### config.mk
export PLATFORM = sky130hd
export DESIGN_NAME = regfile_sequencer
export DESIGN_NICKNAME = d
export VERILOG_FILES = /design/src/rtl/regfile_sequencer.sv
export SDC_FILE = /design/constraint.sdc
export NUM_CORES = 1
export LEC_CHECK = 0
export ABC_CLOCK_PERIOD_IN_PS = 4500
export CORE_AREA = 8 8 121 123
export DETAILED_ROUTE_END_ITERATION = 8
export DIE_AREA = 0 0 129 131
export MAX_ROUTING_LAYER = met4
export PLACE_DENSITY = 0.67
export SETUP_SLACK_MARGIN = 0.3
export SLEW_MARGIN = 5
export SYNTH_ARGS = -nofsm -noshare
export SYNTH_HDL_FRONTEND = slang
export SYNTH_SLANG_ARGS = --single-unit
### constraint.sdc
create_clock -name clk -period 4.5 [get_ports clk]
set_clock_uncertainty 0.1 [all_clocks]
set_input_delay 1.35 -clock clk [delete_from_list [all_inputs] [get_ports clk]]
set_output_delay 1.35 -clock clk [all_outputs]
set_load 0.03 [all_outputs]
### src/rtl/regfile_sequencer.sv
// rtl/regfile_sequencer.sv - command sequencer driving the 32 x 16-bit register file strobe interface
//
// Takes one register-level command (MOV, LDI, INC, DEC, SWAP, RD) per
// cmd_valid/cmd_ready handshake. It expands the command into one file strobe
// per cycle, then returns one response per command on rsp_valid/rsp_ready.
// Ports:
//   clk, rst               clock, synchronous active-high reset
//   cmd_valid/cmd_ready    command handshake; cmd_op/cmd_a/cmd_b/cmd_imm fields
//   rsp_valid/rsp_ready    response handshake; rsp_data, rsp_err
//   rf_read/rf_write/rf_writeu/rf_inc/rf_dec, rf_id, rf_din   file control
//   rf_dout                file read data, valid only while rf_read=1
module regfile_sequencer #(
    parameter int ID_W     = 6,
    parameter int NUM_REGS = 32
) (
    input  logic            clk,
    input  logic            rst,
    input  logic            cmd_valid,
    output logic            cmd_ready,
    input  logic [2:0]      cmd_op,
    input  logic [ID_W-1:0] cmd_a,
    input  logic [ID_W-1:0] cmd_b,
    input  logic [15:0]     cmd_imm,
    output logic            rsp_valid,
    input  logic            rsp_ready,
    output logic [15:0]     rsp_data,
    output logic            rsp_err,
    output logic            rf_read,
    output logic            rf_write,
    output logic            rf_writeu,
    output logic            rf_inc,
    output logic            rf_dec,
    output logic [ID_W-1:0] rf_id,
    output logic [15:0]     rf_din,
    input  logic [15:0]     rf_dout
);

    typedef enum logic [2:0] {IDLE, RD0, RD1, WR0, WR1, WRU, STEP, RESP} state_t;

    localparam logic [2:0] OP_MOV  = 3'b000;
    localparam logic [2:0] OP_LDI  = 3'b001;
    localparam logic [2:0] OP_INC  = 3'b010;
    localparam logic [2:0] OP_DEC  = 3'b011;
    localparam logic [2:0] OP_SWAP = 3'b100;
    localparam logic [2:0] OP_RD   = 3'b101;

    state_t          state_q, state_d;
    logic [2:0]      op_q, op_d;
    logic [ID_W-1:0] a_q, a_d, b_q, b_d;
    logic [15:0]     imm_q, imm_d;
    logic [15:0]     t0_q, t0_d, t1_q, t1_d;
    logic [15:0]     rsp_data_q, rsp_data_d;
    logic            rsp_err_q, rsp_err_d;

    logic            a_bad, b_bad, uses_b, op_bad;

    // Only ids the op actually consumes are range checked.
    always_comb begin
        a_bad  = 32'(cmd_a) >= NUM_REGS;
        b_bad  = 32'(cmd_b) >= NUM_REGS;
        uses_b = (cmd_op == OP_MOV) || (cmd_op == OP_SWAP);
        op_bad = cmd_op > OP_RD;
    end

    always_comb begin
        state_d    = state_q;
        op_d       = op_q;
        a_d        = a_q;
        b_d        = b_q;
        imm_d      = imm_q;
        t0_d       = t0_q;
        t1_d       = t1_q;
        rsp_data_d = rsp_data_q;
        rsp_err_d  = rsp_err_q;
        cmd_ready  = 1'b0;
        rsp_valid  = 1'b0;
        rf_read    = 1'b0;
        rf_write   = 1'b0;
        rf_writeu  = 1'b0;
        rf_inc     = 1'b0;
        rf_dec     = 1'b0;
        rf_id      = '0;
        rf_din     = '0;

        case (state_q)
            IDLE: begin
                cmd_ready = 1'b1;
                if (cmd_valid) begin
                    op_d  = cmd_op;
                    a_d   = cmd_a;
                    b_d   = cmd_b;
                    imm_d = cmd_imm;
                    if (op_bad || a_bad || (uses_b && b_bad)) begin
                        rsp_err_d  = 1'b1;
                        rsp_data_d = '0;
                        state_d    = RESP;
                    end else begin
                        rsp_err_d = 1'b0;
                        case (cmd_op)
                            OP_LDI:         state_d = WR0;
                            OP_INC, OP_DEC: state_d = STEP;
                            default:        state_d = RD0;
                        endcase
                    end
                end
            end
            RD0: begin
                rf_read = 1'b1;
                rf_id   = (op_q == OP_MOV) ? b_q : a_q;
                t0_d    = rf_dout;
                case (op_q)
                    OP_MOV:  state_d = WR0;
                    OP_SWAP: state_d = RD1;
                    default: begin
                        rsp_data_d = rf_dout;
                        state_d    = RESP;
                    end
                endcase
            end
            RD1: begin
                rf_read = 1'b1;
                rf_id   = b_q;
                t1_d    = rf_dout;
                state_d = WR0;
            end
            WR0: begin
                rf_write = 1'b1;
                rf_id    = a_q;
                case (op_q)
                    OP_MOV: begin
                        rf_din     = t0_q;
                        rsp_data_d = t0_q;
                        state_d    = RESP;
                    end
                    OP_SWAP: begin
                        rf_din  = t1_q;
                        state_d = WR1;
                    end
                    default: begin
                        // LDI writes the low byte with a full write, then
                        // patches the high byte through writeu.
                        rf_din  = {8'h00, imm_q[7:0]};
                        state_d = WRU;
                    end
                endcase
            end
            WR1: begin
                rf_write   = 1'b1;
                rf_id      = b_q;
                rf_din     = t0_q;
                rsp_data_d = t0_q;
                state_d    = RESP;
            end
            WRU: begin
                rf_writeu  = 1'b1;
                rf_id      = a_q;
                rf_din     = {8'h00, imm_q[15:8]};
                rsp_data_d = imm_q;
                state_d    = RESP;
            end
            STEP: begin
                rf_inc     = (op_q == OP_INC);
                rf_dec     = (op_q != OP_INC);
                rf_id      = a_q;
                rsp_data_d = '0;
                state_d    = RESP;
            end
            RESP: begin
                rsp_valid = 1'b1;
                if (rsp_ready) state_d = IDLE;
            end
            default: state_d = IDLE;
        endcase

        rsp_data = rsp_data_q;
        rsp_err  = rsp_err_q;
    end

    always_ff @(posedge clk) begin
        if (rst) begin
            state_q    <= IDLE;
            op_q       <= '0;
            a_q        <= '0;
            b_q        <= '0;
            imm_q      <= '0;
            t0_q       <= '0;
            t1_q       <= '0;
            rsp_data_q <= '0;
            rsp_err_q  <= 1'b0;
        end else begin
            state_q    <= state_d;
            op_q       <= op_d;
            a_q        <= a_d;
            b_q        <= b_d;
            imm_q      <= imm_d;
            t0_q       <= t0_d;
            t1_q       <= t1_d;
            rsp_data_q <= rsp_data_d;
            rsp_err_q  <= rsp_err_d;
        end
    end

endmodule

* Word-level counts from Yosys, hierarchy flattened
Cells that the tools add are included.
** Word-level totals
- Logic and storage cells :: 73
- Bits of input ports :: 51
- Flip-flop bits (word level) :: 83
** Cells by class
- Reductions and logical operators :: 18
- Mux-type cells :: 24
- Magnitude comparators :: 3
- Equal/unequal tests :: 19
** Operators by type and width (count)
- 16-bit one-hot mux with 6 select lines :: 1
- 16-bit two-way mux :: 4
- 16-bit one-hot mux with 3 select lines :: 1
- 16-bit one-hot mux with 2 select lines :: 1
- 3-bit == test, second input constant :: 6
- 3-bit one-hot mux with 6 select lines :: 1
- 6-bit one-hot mux with 3 select lines :: 1
- 3-bit by 2-bit == test with 1-bit output, second input constant :: 5
- 6-bit greater-or-equal comparator, second input constant :: 2
- 3-bit one-hot mux with 2 select lines :: 2
- 2-bit inequality test, second input constant :: 5
- 2-bit OR reduction :: 5
- 3-bit zero test :: 3
- 3-bit two-way mux :: 3
- 1-bit two-way mux :: 8
- 3-bit by 1-bit == test with 1-bit output, second input constant :: 2
- 6-bit two-way mux :: 1
- 6-bit nonzero test :: 1
- 3-bit OR reduction :: 2
- 5-bit AND reduction :: 1
- 2-bit one-hot mux with 2 select lines :: 1
- 2-bit AND reduction :: 2
- 3-bit > comparator, second input constant :: 1
- 1-bit logical OR :: 3
- other kinds (2) :: 2

* Longest topological paths before layout
Gate-level depths: netlist of run 1.
- Depth after elaboration :: 7
- Gate-level depth with buffers :: 7
- Depth with buffers taken out :: 4

* Worst setup path after synthesis of run 1
OpenSTA, ideal clock, no wires.
- Kind :: register to output
- Start :: reg state_q[0]
- End :: out rf_din[4]
- Arrival time :: 1.854 ns
- Stages on the path, launching flop included :: 7
- Slack :: 1.196 ns
- Path buffers :: 2
- Cell sequence :: dfxtp_1 buf_6 nand2b_1 buf_2 nor2_1 a22oi_1 o21ai_0
** On the way
- Cells in the longest elaborated chain, start to end :: 2
** RTL lines
- from (decl) :: RTL line 47 : state_t state_q, state_d;
- from (signal assigned) :: RTL line 191 : state_q <= state_d;
- 3-bit == test or 3-bit by 2-bit == test with 1-bit output (tied branches) :: RTL line 85 : case (state_q)
- 16-bit one-hot mux with 3 select lines * :: RTL line 85
- to (decl) :: RTL line 34 : output logic [15:0] rf_din,
Mark *: on every way between the ends. The rest lies on a longest branch, timed or not.

* Worst setup path in the final report of run 1
- Start :: reg op_q[2]
- End :: out rf_din[13]
** On the way
- Cells in the longest elaborated chain, start to end :: 3
** RTL lines
- from (decl) :: RTL line 48 : logic [2:0] op_q, op_d;
- from (signal assigned) :: RTL line 192 : op_q <= op_d;
- 3-bit == test or 3-bit zero test (tied branches) :: RTL line 129 : case (op_q)
- 16-bit one-hot mux with 2 select lines * :: RTL line 129
- 16-bit one-hot mux with 3 select lines * :: RTL line 85
Marks and branches as above.

==> results of run 1 <==
## layout make-up
| type | instances | area, µm² | share of cell area, % |
|---|---|---|---|
| clock buffers | 12 | 256.5 | 4.683 |
| clock inverters | 4 | 56.30 | 1.028 |
| inverters | 1 | 3.754 | 0.06852 |
| multi-input cells | 382 | 2221 | 40.54 |
| flip-flops and latches | 83 | 1662 | 30.33 |
| well taps | 176 | 220.2 | 4.020 |
| repair buffers | 106 | 1059 | 19.32 |
## metal layers
metal,vias up,global-route usage (%),part of all wire [%]
li1,1940,-,-
met1,1827,21.26,45
met2,156,25.31,47
met3,16,2.760,5.8
met4,0,5.943,2.1
met5,-,-,0
## metrics by stage
stage	cell area, µm²	cells	hold slack (ns)	power (mW)	setup slack (ns)
2_1_floorplan	4090	507	0.3315	1.235	1.196
6_report	5478	764	0.3593	2.190	0.4272
3_5_place_dp	5157	748	0.3482	1.438	0.7001
4_1_cts	5470	764	0.3569	2.199	0.3428
5_1_grt	5478	764	0.3791	2.288	0.3078
3_3_place_gp	5157	748	0.3470	1.429	0.7610
## logic make-up after synthesis
logic type	Yosys count
compound gates	156
xor+xnor	1
mux	23
buf+inv	42
flops	83
simple gates	202
## power groups by stage
stage	Combinational [mW]	Clock (mW)	Sequential, mW
3_5_place_dp	0.570	0	0.869
4_1_cts	0.571	0.775	0.853
2_1_floorplan	0.386	0	0.849
3_3_place_gp	0.562	0	0.867
6_report	0.574	0.762	0.855
5_1_grt	0.625	0.801	0.862
## what timing repair did
action / in CTS / in global routing
hold endpoints to repair: 0 / 0
endpoints found under the setup margin: 0 / 8
gates resized for setup: 0 / 1
setup buffers: 0 / 0
## critical path, cell delays in order, from the launching register on
cell,delay [ns]
dfxtp_1,0.47
or3_1,0.58
o22ai_4,0.37
a22o_1,0.19
clkdlybuf4s50_1,0.68
## sequential cells by signal (all words and copies together) (netlist names)
name      flops
a_q           6
b_q           6
imm_q        16
op_q          3
rsp_data     16
rsp_err       1
state_q       3
t0_q         16
t1_q         16
## synthesized netlist by cell type (2+ instances only)
cell / n
buf_2: 19
mux2i_1: 23
clkbuf_1: 17
dfxtp_1: 83
a21o_1: 2
a221o_1: 6
a22oi_1: 5
o21ai_2: 2
a21oi_1: 73
buf_6: 4
nor3_1: 2
o2bb2ai_1: 14
or3_1: 3
nand2_1: 145
and3_1: 2
nor2b_1: 6
a221oi_1: 2
nor3b_2: 2
nor2_1: 17
nand3_1: 2
nand2b_1: 6
nand3b_1: 5
or4b_2: 2
a22o_1: 24
o211ai_1: 8
o21ai_0: 12
## worst paths after layout
kind | end | slack (ns) | depth (start not counted)
hold reg to reg | t1_q[1] | 0.36 | 2
hold / removal | t1_q[1] | 0.36 | 2
setup / recovery | rf_din[13] | 0.43 | 4
setup reg to reg | b_q[4] | 2.00 | 5
==> Implementation_results.wiki, run 1 <==
{| class="wikitable"
! Metric !! Value
|-
| Result of the run || finished clean
|-
| DRC viols || 0
|-
| Sequential group share of total power || 39.0%
|-
| Count of different cell masters after synthesis || 47
|-
| Cts-stage hold buffer count || 0
|-
| Fraction of the cycle the final worst path needs || 90.51%
|-
| Launching instance or port of the critical path || op_q[2]
|-
| Number of synthesized flops with an enable pin || 0
|-
| Combinational power share || 26.2%
|-
| Number of fill cells in the layout || 1279
|-
| Count of final setup violators || 0
|-
| Dominant combinational cell family by area after synthesis || compound AO/OA/AOI/OAI gates
|-
| Share of the synthesized area in the top cell type || 40.62%
|-
| Commonest register cell after synthesis || dfxtp_1
|-
| Relative slew margins || 17.58%
|-
| Post-synthesis share of cell area spent on xor and xnor gates || 0.2141%
|-
| Syn-to-layout area delta || 33.92%
|-
| Diodes inserted || 0
|-
| Overflow after GRT || 0
|-
| Final wirelength || 13370 µm
|-
| Number of nets produced by synthesis || 558
|-
| Least-Margin Pin Slew || 1.231 ns
|-
| Switching share of total power || 32.38%
|-
| Flops & latches, synth || 83
|-
| Number of global-route vias before repair || 3861
|-
| Worst hold path type || reg2reg
|-
| Number of max-cap violations || 0
|-
| Maximum resistive drop on vdd || 0.1500 mV
|-
| Worst reg2reg startpoint || state_q[2]
|-
| Data required time at the worst endpoint || 3.05 ns
|-
| Vias after detailed routing || 3939
|-
| CTS H-tree depth || 3
|-
| Number of max-slew violations in the final report || 0
|-
| Count of warnings emitted by yosys || 0
|-
| GRT Overall Usage || 16.42%
|-
| Cell at the root of the clock tree || clkbuf_16
|-
| Register clock-pin slew on the reported worst setup and hold paths || 0.06 ns
|-
| Hold Fails Final Rpt || 0
|-
| Number of antenna violations at the first check in global routing || 0
|-
| Critical path arrival || 2.62 ns
|-
| Overall die height || 131 µm
|-
| I/O pins || 97
|-
| Net count, final || 634
|-
| Synth Area in Adders || 0%
|-
| Post-route setup TNS || 0 ns
|-
| Commonest cells after routing, fill and taps aside || nand2_1, dfxtp_1, clkdlybuf4s50_1
|-
| Placeable Area || 0.01287 mm²
|-
| Async set-or-reset flop fraction in the synthesized netlist || 0%
|-
| Maximum clock frequency || 245.5 MHz
|-
| Unrepaired setup endpoints after global routing || false
|-
| PortBufs || 96
|-
| Initial DRC Count || 345
|-
| Most common library cell in the layout ignoring fill and taps || nand2_1
|-
| Post-synthesis sequential area ratio || 40.62%
|-
| Net Switching || 0.7090 mW
|-
| Sinks on Clock Net || 83
|-
| Hold wc startpoint || t1_q[1]
|-
| Final worst path period need || 4.073 ns
|-
| Number of clock buffers inserted by TritonCTS || 9
|-
| Global-route wire length before repair || 20970 µm
|-
| CTS tree || yes
|-
| Share of final-layout standard cells stronger than drive strength 1 || 9.184%
|-
| Critical Path Sink Type || output port
|-
| Final Wtd Congestion || 0.9224
|-
| Number of nets with antenna violations after detailed routing || 0
|-
| Post-synthesis instance area || 0.004090 mm²
|-
| Int Pwr || 1.481 mW
|-
| Leading post-synthesis cells by cell area || dfxtp_1, nand2_1, a21oi_1
|-
| Multiplexer share of the synthesized area || 5.629%
|-
| Number of cell rows || 42
|-
| Effective utilization at floorplan || 31.77%
|-
| Leakage power || 1.941 nW
|-
| Post-Synthesis Cells || 507
|-
| CP Class || reg2out
|-
| Power density relative to cell area || 399.8 mW/mm²
|-
| Kind of start point of the critical path || register
|-
| Half-perimeter wire length of the detailed placement result || 10100 µm
|-
| Post-synthesis average cell area || 8.067 µm²
|-
| Crit path max fanout || 15
|-
| Part of the power in the clock network || 34.8%
|-
| Width of the die || 129 µm
|-
| Utilization of the core after routing || 42.55%
|-
| Maximum number of pins on one net before global-route repair || 63
|-
| Die area || 0.01690 mm²
|-
| Biggest area consumer among synthesized cells || dfxtp_1
|-
| Number of buffers between clock root and the deepest sink || 2
|-
| Clk_lat worst skew || 0.33 ns
|-
| Basic-gate share of the synthesized area counting and, or, nand and nor cells || 22.21%
|-
| Number of iterations in the first detailed-routing pass || 5
|-
| Final routed wire length divided by cell count || 17.50 µm
|-
| Vias per cell || 5.156
|-
| Post-synthesis compound-gate area fraction || 26.06%
|}
Note: power is estimated with default switching activity, not from simulation.
==> run 2: changes to the inputs <==
--- a/config.mk
+++ b/config.mk
@@ -11,7 +11,6 @@
 export DIE_AREA = 0 0 129 131
 export MAX_ROUTING_LAYER = met4
 export PLACE_DENSITY = 0.67
-export SETUP_SLACK_MARGIN = 0.3
 export SLEW_MARGIN = 5
 export SYNTH_ARGS = -nofsm -noshare
 export SYNTH_HDL_FRONTEND = slang
==> run 2 against run 1 <==
Sequential power barely moved. Maximum frequency fell by 1.7%. Cell count did not move. Die area did not move. Largest cell class unchanged. Worst hold slack improved by 0.0011 ns. Clock power fell by 0.7%. Combinational power fell by 0.7%.
==> Implementation_results.wiki, run 2 (same netlist as run 1, synthesis figures left out) <==
{| class="wikitable"
! Metric !! Value
|-
| Result of the run || finished clean (unchanged)
|-
| Vias per cell || 5.122 (was 5.156)
|-
| Number of max-cap violations || 0 (unchanged)
|-
| Register clock-pin slew on the reported worst setup and hold paths || 0.06 ns (about the same)
|-
| GRT Overall Usage || 16.42% (unchanged)
|-
| Post-cts resize count || 0 (unchanged)
|-
| Placed Instances || 748 (unchanged)
|-
| Kind of start point of the critical path || register (unchanged)
|-
| Maximum clock frequency || 241.4 MHz (was 245.5 MHz)
|-
| Met2 Track Usage GR || 25.31% (unchanged)
|-
| Initial DRC Count || 309 (was 345)
|-
| Area occupied by registers || 0.001662 mm² (unchanged)
|-
| Clk_lat worst skew || 0.33 ns (about the same)
|-
| CTS H-tree depth || 3 (unchanged)
|-
| Number of buffers between clock root and the deepest sink || 2 (unchanged)
|-
| Width of the die || 129 µm (unchanged)
|-
| I/O pins || 97 (unchanged)
|-
| Critical path arrival || 2.69 ns (was 2.62 ns)
|-
| Count of final setup violators || 0 (unchanged)
|-
| Commonest cells after routing, fill and taps aside || nand2_1, dfxtp_1, clkdlybuf4s50_1 (unchanged)
|-
| Cell at the root of the clock tree || clkbuf_16 (unchanged)
|-
| Final wirelength || 13350 µm (was 13370 µm)
|-
| Worst hold path type || reg2reg (unchanged)
|-
| Relative slew margins || 19.68% (was 17.58%)
|-
| Total setup buffers inserted after CTS || 0 (unchanged)
|-
| Diodes inserted || 0 (unchanged)
|-
| Cts-stage hold buffer count || 0 (unchanged)
|-
| Final Wtd Congestion || 0.9224 (unchanged)
|-
| Slowest stage delay, CP || 0.68 ns (about the same)
|-
| Global routing's busiest layer || met2 (unchanged)
|-
| Number of global-route vias before repair || 3861 (unchanged)
|-
| Critical-path cell with the highest stage delay || clkdlybuf4s50_1 (unchanged)
|-
| Data required time at the worst endpoint || 3.05 ns (about the same)
|-
| CP Class || reg2out (unchanged)
|-
| Final std cells w/o fill || 764 (unchanged)
|-
| Worst slack after detailed placement || 0.7001 ns (unchanged)
|-
| Effective utilization at floorplan || 31.77% (unchanged)
|-
| Least-Margin Pin Slew || 1.200 ns (was 1.231 ns)
|-
| Sinks on Clock Net || 83 (unchanged)
|-
| Half-perimeter wire length of the detailed placement result || 10100 µm (unchanged)
|-
| Number of fill cells in the layout || 1279 (unchanged)
|-
| Overflow after GRT || 0 (unchanged)
|-
| Cell type group with the largest total delay on the critical path || buffers and inverters (unchanged)
|-
| Final routed wire length divided by cell count || 17.48 µm (was 17.50 µm)
|-
| Number of cell rows || 42 (unchanged)
|-
| Unrepaired setup endpoints after global routing || false (unchanged)
|-
| Final setup slack of the worst path || 0.3571 ns (was 0.4272 ns)
|-
| DRC viols || 0 (unchanged)
|-
| Vias after detailed routing || 3913 (was 3939)
|-
| Maximum resistive drop on vdd || 0.1507 mV (was 0.1500 mV)
|-
| CTS tree || yes (unchanged)
|-
| Die area || 0.01690 mm² (unchanged)
|-
| GRT met1 Usage || 21.26% (unchanged)
|-
| Overall die height || 131 µm (unchanged)
|-
| Number of max-slew violations in the final report || 0 (unchanged)
|-
| Hold Fails Final Rpt || 0 (unchanged)
|-
| Placeable Area || 0.01287 mm² (unchanged)
|-
| Number of iterations in the first detailed-routing pass || 4 (was 5)
|-
| Crit path max fanout || 15 (unchanged)
|-
| Combined area of the multi-input logic cells || 0.002213 mm² (was 0.002221 mm²)
|-
| Number of antenna violations at the first check in global routing || 0 (unchanged)
|-
| Critical Path Sink Type || output port (unchanged)
|-
| Global-route wire length before repair || 20970 µm (unchanged)
|-
| Power density relative to cell area || 398.9 mW/mm² (was 399.8 mW/mm²)
|-
| Cell-by-cell trace of the critical path || or3_1 > o22ai_2 > a22o_1 > clkdlybuf4s50_1 (was or3_1 > o22ai_4 > a22o_1 > clkdlybuf4s50_1)
|-
| Fraction of the cycle the final worst path needs || 92.07% (was 90.51%)
|-
| Number of clock buffers inserted by TritonCTS || 9 (unchanged)
|-
| Final worst path period need || 4.143 ns (was 4.073 ns)
|-
| Syn-to-layout area delta || 33.74% (was 33.92%)
|-
| Count of buffer and inverter cells on the critical path || 1 (unchanged)
|-
| Most common library cell in the layout ignoring fill and taps || nand2_1 (unchanged)
|-
| Met3 Usage GRT || 2.760% (unchanged)
|-
| Number of nets with antenna violations after detailed routing || 0 (unchanged)
|-
| Maximum number of pins on one net before global-route repair || 63 (unchanged)
|-
| Net count, final || 634 (unchanged)
|-
| Share of final-layout standard cells stronger than drive strength 1 || 9.184% (unchanged)
|-
| Leakage power || 1.943 nW (was 1.941 nW)
|-
| Post-route setup TNS || 0 ns (unchanged)
|-
| PortBufs || 96 (unchanged)
|}
run 2: through the flow:
stage	cell area, µm²	util [%]	hold slack (ns)	power, mW
after floorplan	4090	-	0.3315	1.235
after global placement	5157	40.06	0.3470	1.429
after detailed placement	5157	40.06	0.3482	1.438
after CTS	5470	42.49	0.3569	2.199
after global routing	5470	42.49	0.3791	2.284
final	5470	42.49	0.3603	2.182
run 2: power breakdown:
group	switching, mW	internal [mW]	leakage (nW)	total, mW
Clock	0.293	0.464	0.153	0.757
Combinational	0.347	0.223	1.11	0.570
Sequential	0.0627	0.792	0.675	0.854
Total	0.702	1.48	1.94	2.18
run 2: area by class of cell:
| class | instances | share of cell area, % |
|---|---|---|
| Sequential cell | 83 | 30.38 |
| Inverter | 1 | 0.06862 |
| Clock inverter | 4 | 1.029 |
| Timing Repair Buffer | 106 | 19.35 |
| Clock buffer | 12 | 4.689 |
| Tap cell | 176 | 4.026 |
| Multi-Input combinational cell | 382 | 40.46 |
run 2: final timing paths:
| kind | start | end | slack, ns | depth (start not counted) |
|---|---|---|---|---|
| max reg2reg | state_q[2] | imm_q[2] | 1.98 | 5 |
| min | rsp_err | rsp_err | 0.36 | 2 |
| max | op_q[2] | rf_din[13] | 0.36 | 4 |
| min reg2reg | rsp_err | rsp_err | 0.36 | 2 |
run 2: routing by layer:
metal	vias up	share of wire, %
li1	1939	-
met1	1839	47
met2	121	47
met3	14	4.6
met4	0	2.1
met5	-	0
run 2: worst min-delay path: cells and delay by family, from the launching register on:
family	cells	cell delay, ns
DFF	1	0.31
and+or+nand+nor	1	0.05
AOI/OAI and AO/OA	1	0.05
==> run 3: changes to the inputs <==
--- a/config.mk
+++ b/config.mk
@@ -15,3 +15,4 @@
 export SYNTH_ARGS = -nofsm -noshare
 export SYNTH_HDL_FRONTEND = slang
 export SYNTH_SLANG_ARGS = --single-unit
+export TNS_END_PERCENT = 10
==> results of run 3 <==
Final layout, timing and power as in run 2 (identical DEF).
